`config.mk`:
```
export PLATFORM = sky130hd
export DESIGN_NAME = sum_accumulator
export DESIGN_NICKNAME = d
export VERILOG_FILES = /design/src/rtl/adder_pkg.sv /design/src/rtl/sat_add.sv /design/src/rtl/sum_accumulator.sv
export SDC_FILE = /design/constraint.sdc
export NUM_CORES = 1
export LEC_CHECK = 0
export ABC_CLOCK_PERIOD_IN_PS = 5650
export BUFFER_PORTS_ARGS = -buffer_cell sky130_fd_sc_hd__buf_4
export CAP_MARGIN = 40
export CELL_PAD_IN_SITES_DETAIL_PLACEMENT = 0
export CELL_PAD_IN_SITES_GLOBAL_PLACEMENT = 2
export CORE_UTILIZATION = 39
export CTS_BUF_LIST = sky130_fd_sc_hd__clkbuf_4 sky130_fd_sc_hd__clkbuf_8
export CTS_CLUSTER_DIAMETER = 40
export DETAILED_ROUTE_END_ITERATION = 7
export PLACE_DENSITY_LB_ADDON = 0.1
export SLEW_MARGIN = 20
export SYNTH_ARGS = -nofsm -noshare
export SYNTH_HDL_FRONTEND = slang
export SYNTH_HIERARCHICAL = 1
export SYNTH_SLANG_ARGS = --single-unit
```
`constraint.sdc`:
```
create_clock -name clk_i -period 5.65 [get_ports clk_i]
set_clock_uncertainty 0.1 [all_clocks]
set_input_delay 0.565 -clock clk_i [delete_from_list [all_inputs] [get_ports clk_i]]
set_output_delay 0.565 -clock clk_i [all_outputs]
set_load 0.01 [all_outputs]
```
`src/rtl/adder_pkg.sv`:
```
// Shared types and default widths for the summing accumulator and its saturating adder.
package adder_pkg;

   localparam int SUM_W = 5;
   localparam int ACC_W = 8;
   localparam int CNT_W = 4;

   typedef enum logic [1:0] {
      IDLE  = 2'd0,
      ACCUM = 2'd1,
      DONE  = 2'd2
   } state_e;

endpackage

```
`src/rtl/sat_add.sv`:
```
// Combinational saturating add: acc + zero-extended sample, clamped to all-ones.
module sat_add #(
   parameter int SUM_W = adder_pkg::SUM_W,
   parameter int ACC_W = adder_pkg::ACC_W
) (
   input  logic [ACC_W-1:0] a_i,
   input  logic [SUM_W-1:0] b_i,
   output logic [ACC_W-1:0] sum_o,
   output logic             ovf_o
);

   logic [ACC_W:0] wide_sum;

   // One spare bit catches the carry out; any carry means the true sum exceeded ACC_W bits.
   assign wide_sum = {1'b0, a_i} + {{(ACC_W + 1 - SUM_W){1'b0}}, b_i};
   assign ovf_o    = wide_sum[ACC_W];
   assign sum_o    = ovf_o ? {ACC_W{1'b1}} : wide_sum[ACC_W-1:0];

endmodule

```
`src/rtl/sum_accumulator.sv`:
```
// Accumulates a block of upstream adder results with saturation and hands the total downstream.
//
//   state | meaning
//   IDLE  | waiting for start_i; last result still visible on acc_o
//   ACCUM | accepting sum_i samples until count reaches the latched length
//   DONE  | result valid, held until downstream takes it with acc_ready_i
module sum_accumulator #(
   parameter int SUM_W = adder_pkg::SUM_W,
   parameter int ACC_W = adder_pkg::ACC_W,
   parameter int CNT_W = adder_pkg::CNT_W
) (
   input  logic             clk_i,
   input  logic             rst_ni,
   input  logic             start_i,
   input  logic [CNT_W-1:0] len_i,
   input  logic [SUM_W-1:0] sum_i,
   input  logic             sum_valid_i,
   output logic             sum_ready_o,
   output logic [ACC_W-1:0] acc_o,
   output logic             acc_valid_o,
   input  logic             acc_ready_i,
   output logic             ovf_o,
   output logic             busy_o
);
   import adder_pkg::*;

   localparam logic [CNT_W:0] FULL_LEN = (CNT_W + 1)'(2 ** CNT_W);
   localparam logic [CNT_W:0] CNT_ONE  = (CNT_W + 1)'(1);

   state_e           state_q, state_d;
   logic [CNT_W:0]   len_q, len_d;
   logic [CNT_W:0]   cnt_q, cnt_d;
   logic [ACC_W-1:0] acc_q, acc_d;
   logic             ovf_q, ovf_d;
   logic             acc_valid_q, acc_valid_d;

   logic [ACC_W-1:0] sat_sum;
   logic             sat_ovf;
   logic [CNT_W:0]   cnt_inc;

   sat_add #(
      .SUM_W (SUM_W),
      .ACC_W (ACC_W)
   ) u_sat_add (
      .a_i   (acc_q),
      .b_i   (sum_i),
      .sum_o (sat_sum),
      .ovf_o (sat_ovf)
   );

   assign cnt_inc = cnt_q + CNT_ONE;

   always_comb begin
      state_d     = state_q;
      len_d       = len_q;
      cnt_d       = cnt_q;
      acc_d       = acc_q;
      ovf_d       = ovf_q;
      acc_valid_d = acc_valid_q;
      unique case (state_q)
         IDLE: begin
            if (start_i) begin
               len_d   = (len_i == '0) ? FULL_LEN : {1'b0, len_i};
               cnt_d   = '0;
               acc_d   = '0;
               ovf_d   = 1'b0;
               state_d = ACCUM;
            end
         end
         ACCUM: begin
            if (sum_valid_i) begin
               acc_d = sat_sum;
               ovf_d = ovf_q | sat_ovf;
               cnt_d = cnt_inc;
               if (cnt_inc == len_q) begin
                  state_d     = DONE;
                  acc_valid_d = 1'b1;
               end
            end
         end
         DONE: begin
            if (acc_ready_i) begin
               state_d     = IDLE;
               acc_valid_d = 1'b0;
            end
         end
         default: begin
            state_d     = IDLE;
            acc_valid_d = 1'b0;
         end
      endcase
   end

   always_ff @(posedge clk_i or negedge rst_ni) begin
      if (!rst_ni) begin
         state_q     <= IDLE;
         len_q       <= '0;
         cnt_q       <= '0;
         acc_q       <= '0;
         ovf_q       <= 1'b0;
         acc_valid_q <= 1'b0;
      end else begin
         state_q     <= state_d;
         len_q       <= len_d;
         cnt_q       <= cnt_d;
         acc_q       <= acc_d;
         ovf_q       <= ovf_d;
         acc_valid_q <= acc_valid_d;
      end
   end

   assign sum_ready_o = (state_q == ACCUM);
   assign busy_o      = (state_q != IDLE);
   assign acc_o       = acc_q;
   assign ovf_o       = ovf_q;
   assign acc_valid_o = acc_valid_q;

endmodule

```
==> results of run 1 <==
==> state kept, by name (all words and copies together) (netlist names) <==
name and cells:
ovf_o 1, acc_o 8, cnt_q 5, len_q 5, acc_valid_o 1, state_q 2
==> power by group through the flow <==
stage | combinational [mW] | sequential [mW] | clock, mW
floorplan | 0.319 | 0.294 | 0
global placement | 0.430 | 0.299 | 0
detailed placement | 0.428 | 0.301 | 0
CTS | 0.431 | 0.298 | 0.0921
global route | 0.476 | 0.307 | 0.0975
finish | 0.432 | 0.296 | 0.0869
==> critical path: stages, from the launching register on <==
cell	delay [ps]
dfrtp_1	420
ha_1	240
fa_1	440
a211oi_2	310
o21ai_2	130
nand2b_2	150
o21ai_0	100
a22o_1	210
==> metal layers <==
metal | global-route usage (%) | routed length [µm]
met5 | 0 | 0
met2 | 24.24 | 1080
met3 | 4.803 | 130
met1 | 20.08 | 1227
met4 | 3.401 | 19
==> synth_stat cells (2+ instances only) <==
cell	number	share of area [%]
nand3_1	5	1.9
o21ai_0	2	0.78
mux2_2	7	6.1
nand2b_1	2	0.97
nor2_1	8	2.3
xnor2_1	8	5.4
dfrtp_1	22	43
inv_1	3	0.87
nand2_1	9	2.6
xor2_1	3	2.0
buf_2	4	1.6
a22o_1	11	7.5
ha_1	6	5.8
o41ai_1	2	1.4
a21oi_1	5	1.9
==> area by class of cell <==
class,instances,area (µm²),area share [%]
inverter,3,11.26,0.7264
tap,44,55.05,3.551
timing repair buffer,26,195.2,12.59
sequential,22,550.5,35.51
multi-input combinational,88,701.9,45.28
clock buffer,4,36.28,2.341
==> worst max path at each step <==
stage | startpoint | endpoint | slack [ps] | cells past startpoint
3_3_place_gp | sum_i[0] | acc_o[4] | 3270 | 8
2_1_floorplan | sum_i[0] | acc_o[4] | 3460 | 7
3_5_place_dp | sum_i[0] | acc_o[4] | 3190 | 8
4_1_cts | acc_o[0] | acc_o[4] | 3430 | 7
5_1_grt | acc_o[0] | acc_o[4] | 3330 | 7
6_report | acc_o[0] | acc_o[4] | 3440 | 7
==> cells by family (layout without fill, tap and decap cells) <==
kind of cell             after synthesis  count (layout)  share of synthesized area [%]
AND/OR/NAND/NOR                       31              31                          12.54
AO/OA/AOI/OAI                         30              30                          18.37
flip-flops                            22              22                          42.76
XOR/XNOR                              12              12                          9.330
multiplexers                           8               8                          6.900
buffers and inverters                  8              33                          2.721
adder cells (fa/ha/maj)                7               7                          7.386
==> out/summary.txt, run 1 <==
Avg Vias per Cell: 5.048
number of DRC markers in iteration 0: 42
IO buf count: 25
ys async rst share: 100.0%
hold buffer count at cts: 0
Inst Count DP: 182
ant diodes: 0
Post-Layout Cell Count: 187
drt first pass iters: 4
power share of the clock group: 10.7%
Pins Over Slew Limit: 0
CTS tree: done
final core utilization: 49.96%
Final Cell Area: 1550 µm²
share of cells above drive strength 1: 31.47%
Core Box Area: 3103 µm²
Reg power frac: 36.4%
RSZ-0062 raised after global routing: false
die area: 3535 µm²
Die Wd: 59.46 µm
Ports: 26
HP Class: in -> async
initial antenna violation count: 0
critical path peak fanout: 7
Register-to-Register Path Depth: 7
Primary FF master, synth: dfrtp_1
worst reg-to-reg setup slack: 3440 ps
GRT Util Overall: 15.21%
final period utilization: 39.03%
Required @ worst endpoint: 5760 ps
final setup margin: 3445 ps
most frequent cells in the layout: buf_4, dfrtp_1, a22o_1
CP Capture Type: register
postcts setup bufs: 0
logic gate share of total power: 53.0%
Sink Count: 22
critical path launch point type: register
commonest non-fill, non-tap cell in the layout: buf_4
Worst Setup Path Type: reg -> reg
area delta synth->final: 20.41%
wire length per cell: 13.14 µm
Root Buffer: clkbuf_4
Detail Placement HPWL: 1.780 mm
WL final: 2.457 mm
Final ANT Viol Nets: 0
largest net degree at the start of global routing: 23
Initial Util: 41.49%
synthesized area per cell: 10.91 µm²
TNS Setup: 0 ps
Post-synth EDFFs: 0
sequential cell area fraction in the yosys report: 42.76%
reg2reg start: acc_o[0]
number of fill cells in the layout: 318
vias in the first global route: 884
worst-margin pin slew: 587.0 ps
Yosys warning total: 6
VDD IR max: 0.2782 mV
syn nets: 139
max frequency: 453.5 MHz
placed cell area: 1506 µm²
Site Rows: 20
Net Sw Power: 0.3132 mW
status: finished, final reports clean
Sw Ratio: 38.44%
Num CTS Buffers: 3
worst slack, placed: 3191 ps
Max Cap Violations: 0
Seq cells post-synth: 22
WP data arrival: 2310 ps
CTS H-tree lvls: 1
height of the die: 59.46 µm
Final Total Pwr: 0.8148 mW
Reg clk slew, reported paths: 120 ps
Min Hold Slack: 20.43 ps
Overflow after GRT: 0
Syn Inst Count: 118
final net count: 165
leak pwr: 0.7347 nW
final count of hold timing violations: 0
final RePlAce weighted congestion: 0.8087
first-pass GRT wire length: 4.002 mm
relative slew slack: 60.86%
PwrDens: 525.6 nW/µm²
P_int: 0.5017 mW
DR DRC count: 0
Cell variety after synth: 36
Reg-to-Reg End: acc_o[4]
Mapped Area: 1287 µm²
number of gates resized after cts: 0
clock buffer depth: 2
final setup vio count: 0
DR vias: 944
clk_lat worst skew: 300 ps
min Tclk post-route: 2205 ps
(Power assumes the default switching activity.)
==> run 2, diff against run 1 <==
Settings changed: ABC_CLOCK_PERIOD_IN_PS 5650 to 2050, CORE_UTILIZATION 39 to 36.
Clock period 5.65 ns to 2.05 ns, I/O delays scaled along.
==> run 2 against run 1 <==
Core utilization is 1.4 points lower. Sequential power grew to 2.7 times the previous value. Setup slack worse by 3400 ps. Flip-flop and latch count stayed put. Via count increased by 5.7%. Register-to-register slack lost 3400 ps. Wire length is 4.9% higher. Combinational power rose to 3.1 times the previous value. First-iteration DRC count is 52% higher. Count of clock-buffer cells in the layout unchanged. Largest power group unchanged. Highest routed layer unchanged.
==> out/summary.txt, run 2 (synthesis results as in run 1) <==
final period utilization: 98.94%
PwrDens: 1461 nW/µm²
DR DRC count: 0
share of cells above drive strength 1: 37.33%
VDD IR max: 0.6624 mV
vias in the first global route: 862
Initial Util: 37.98%
number of fill cells in the layout: 333
height of the die: 61.80 µm
CP Capture Type: register
Avg Vias per Cell: 5.092
final setup vio count: 0
largest net degree at the start of global routing: 23
CTS tree: done
critical path launch point type: register
final net count: 172
area delta synth->final: 27.89%
final count of hold timing violations: 0
met3 usage: 4.348%
Sink Count: 22
Required @ worst endpoint: 2160 ps
number of DRC markers in iteration 0: 64
Final ANT Viol Nets: 0
clock buffer depth: 2
clk_lat worst skew: 320 ps
Max Cap Violations: 0
Ports: 26
DR vias: 998
commonest non-fill, non-tap cell in the layout: buf_4
relative slew slack: 74.22%
leak pwr: 0.7806 nW
WL final: 2.577 mm
status: finished, final reports clean
Pins Over Slew Limit: 0
HP Class: in -> reg
critical path peak fanout: 4
Site Rows: 21
worst-margin pin slew: 383.9 ps
min Tclk post-route: 2028 ps
Register-to-Register Path Depth: 7
reg2reg start: acc_o[0]
wire length per cell: 13.15 µm
Worst Setup Path Type: reg -> reg
Detail Placement HPWL: 1.870 mm
TNS Setup: 0 ps
die area: 3819 µm²
worst hold stages: 4
Overflow after GRT: 0
Reg clk slew, reported paths: 130 ps
final setup margin: 21.69 ps
busiest grt layer: met1
WP data arrival: 2140 ps
Final Cell Area: 1647 µm²
initial antenna violation count: 0
Final Total Pwr: 2.406 mW
met1 usage: 22.43%
RSZ-0062 raised after global routing: true
hold_sp: acc_ready_i
CTS H-tree lvls: 1
drt first pass iters: 4
most frequent cells in the layout: buf_4, dfrtp_1, a22o_1
first-pass GRT wire length: 4.022 mm
Root Buffer: clkbuf_4
Num CTS Buffers: 3
GRT Util Overall: 14.61%
max frequency: 493.0 MHz
Core Box Area: 3390 µm²
IO buf count: 25
Critical Path Start: acc_o[0]
Die Wd: 61.80 µm
GR Util met2: 20.28%
Largest register FFs: 8
final RePlAce weighted congestion: 0.7822
ant diodes: 0
worst slack, placed: -82.71 ps
placed cell area: 1554 µm²
## run 2: metrics by stage
| step | std cells | utilization, % | hold WS [ps] |
|---|---|---|---|
| floorplan | 118 | - | -190.6 |
| global placement | 190 | 45.85 | 8.723 |
| detailed placement | 190 | 45.85 | 9.871 |
| CTS | 196 | 47.66 | 25.32 |
| global route | 196 | 48.58 | 9.797 |
| finish | 196 | 48.58 | 24.75 |
## run 2: critical path, stage by stage, from the launching register on
cell	delay [ps]
dfrtp_1	400
ha_2	190
fa_2	400
a211oi_4	300
o21ai_4	120
a21oi_2	140
a21oi_1	50
a22o_1	210
## run 2: final cells by class
cell class / count / area [µm²] / share of cell area, %
inverter: 3 / 11.26 / 0.6839
multi-input combinational: 88 / 740.7 / 44.98
timing repair buffer: 33 / 250.2 / 15.20
sequential: 22 / 550.5 / 33.43
tap: 46 / 57.56 / 3.495
clock buffer: 4 / 36.28 / 2.204
## run 2: path summary, 6_finish.rpt
check,end,slack (ps)
worst max register to register,acc_o[6],20
min in group asynchronous,acc_o[3],190
worst min register to register,acc_valid_o,400
max in group asynchronous,cnt_q[1],1430
worst max-delay path,acc_o[6],20
worst min-delay path,state_q[1],20
## run 2: where the power goes
part / switching, mW / internal [mW] / total (mW)
logic: 0.617 / 0.743 / 1.36
clock network: 0.135 / 0.109 / 0.244
registers: 0.183 / 0.619 / 0.802
total: 0.935 / 1.47 / 2.41
## run 2: repair_timing
item,CTS,global route
hold endpoints to repair,22,0
pin swaps,2,5
hold buffers,1,0
setup buffers,1,0
gates resized for setup,2,7
endpoints found under the setup margin,9,12
## run 2: metal layers
metal  part of all wire (%)  up-vias
li1                       -      495
met5                      0        -
met4                   0.47        0
met3                    3.5        2
met2                     43       21
met1                     53      480
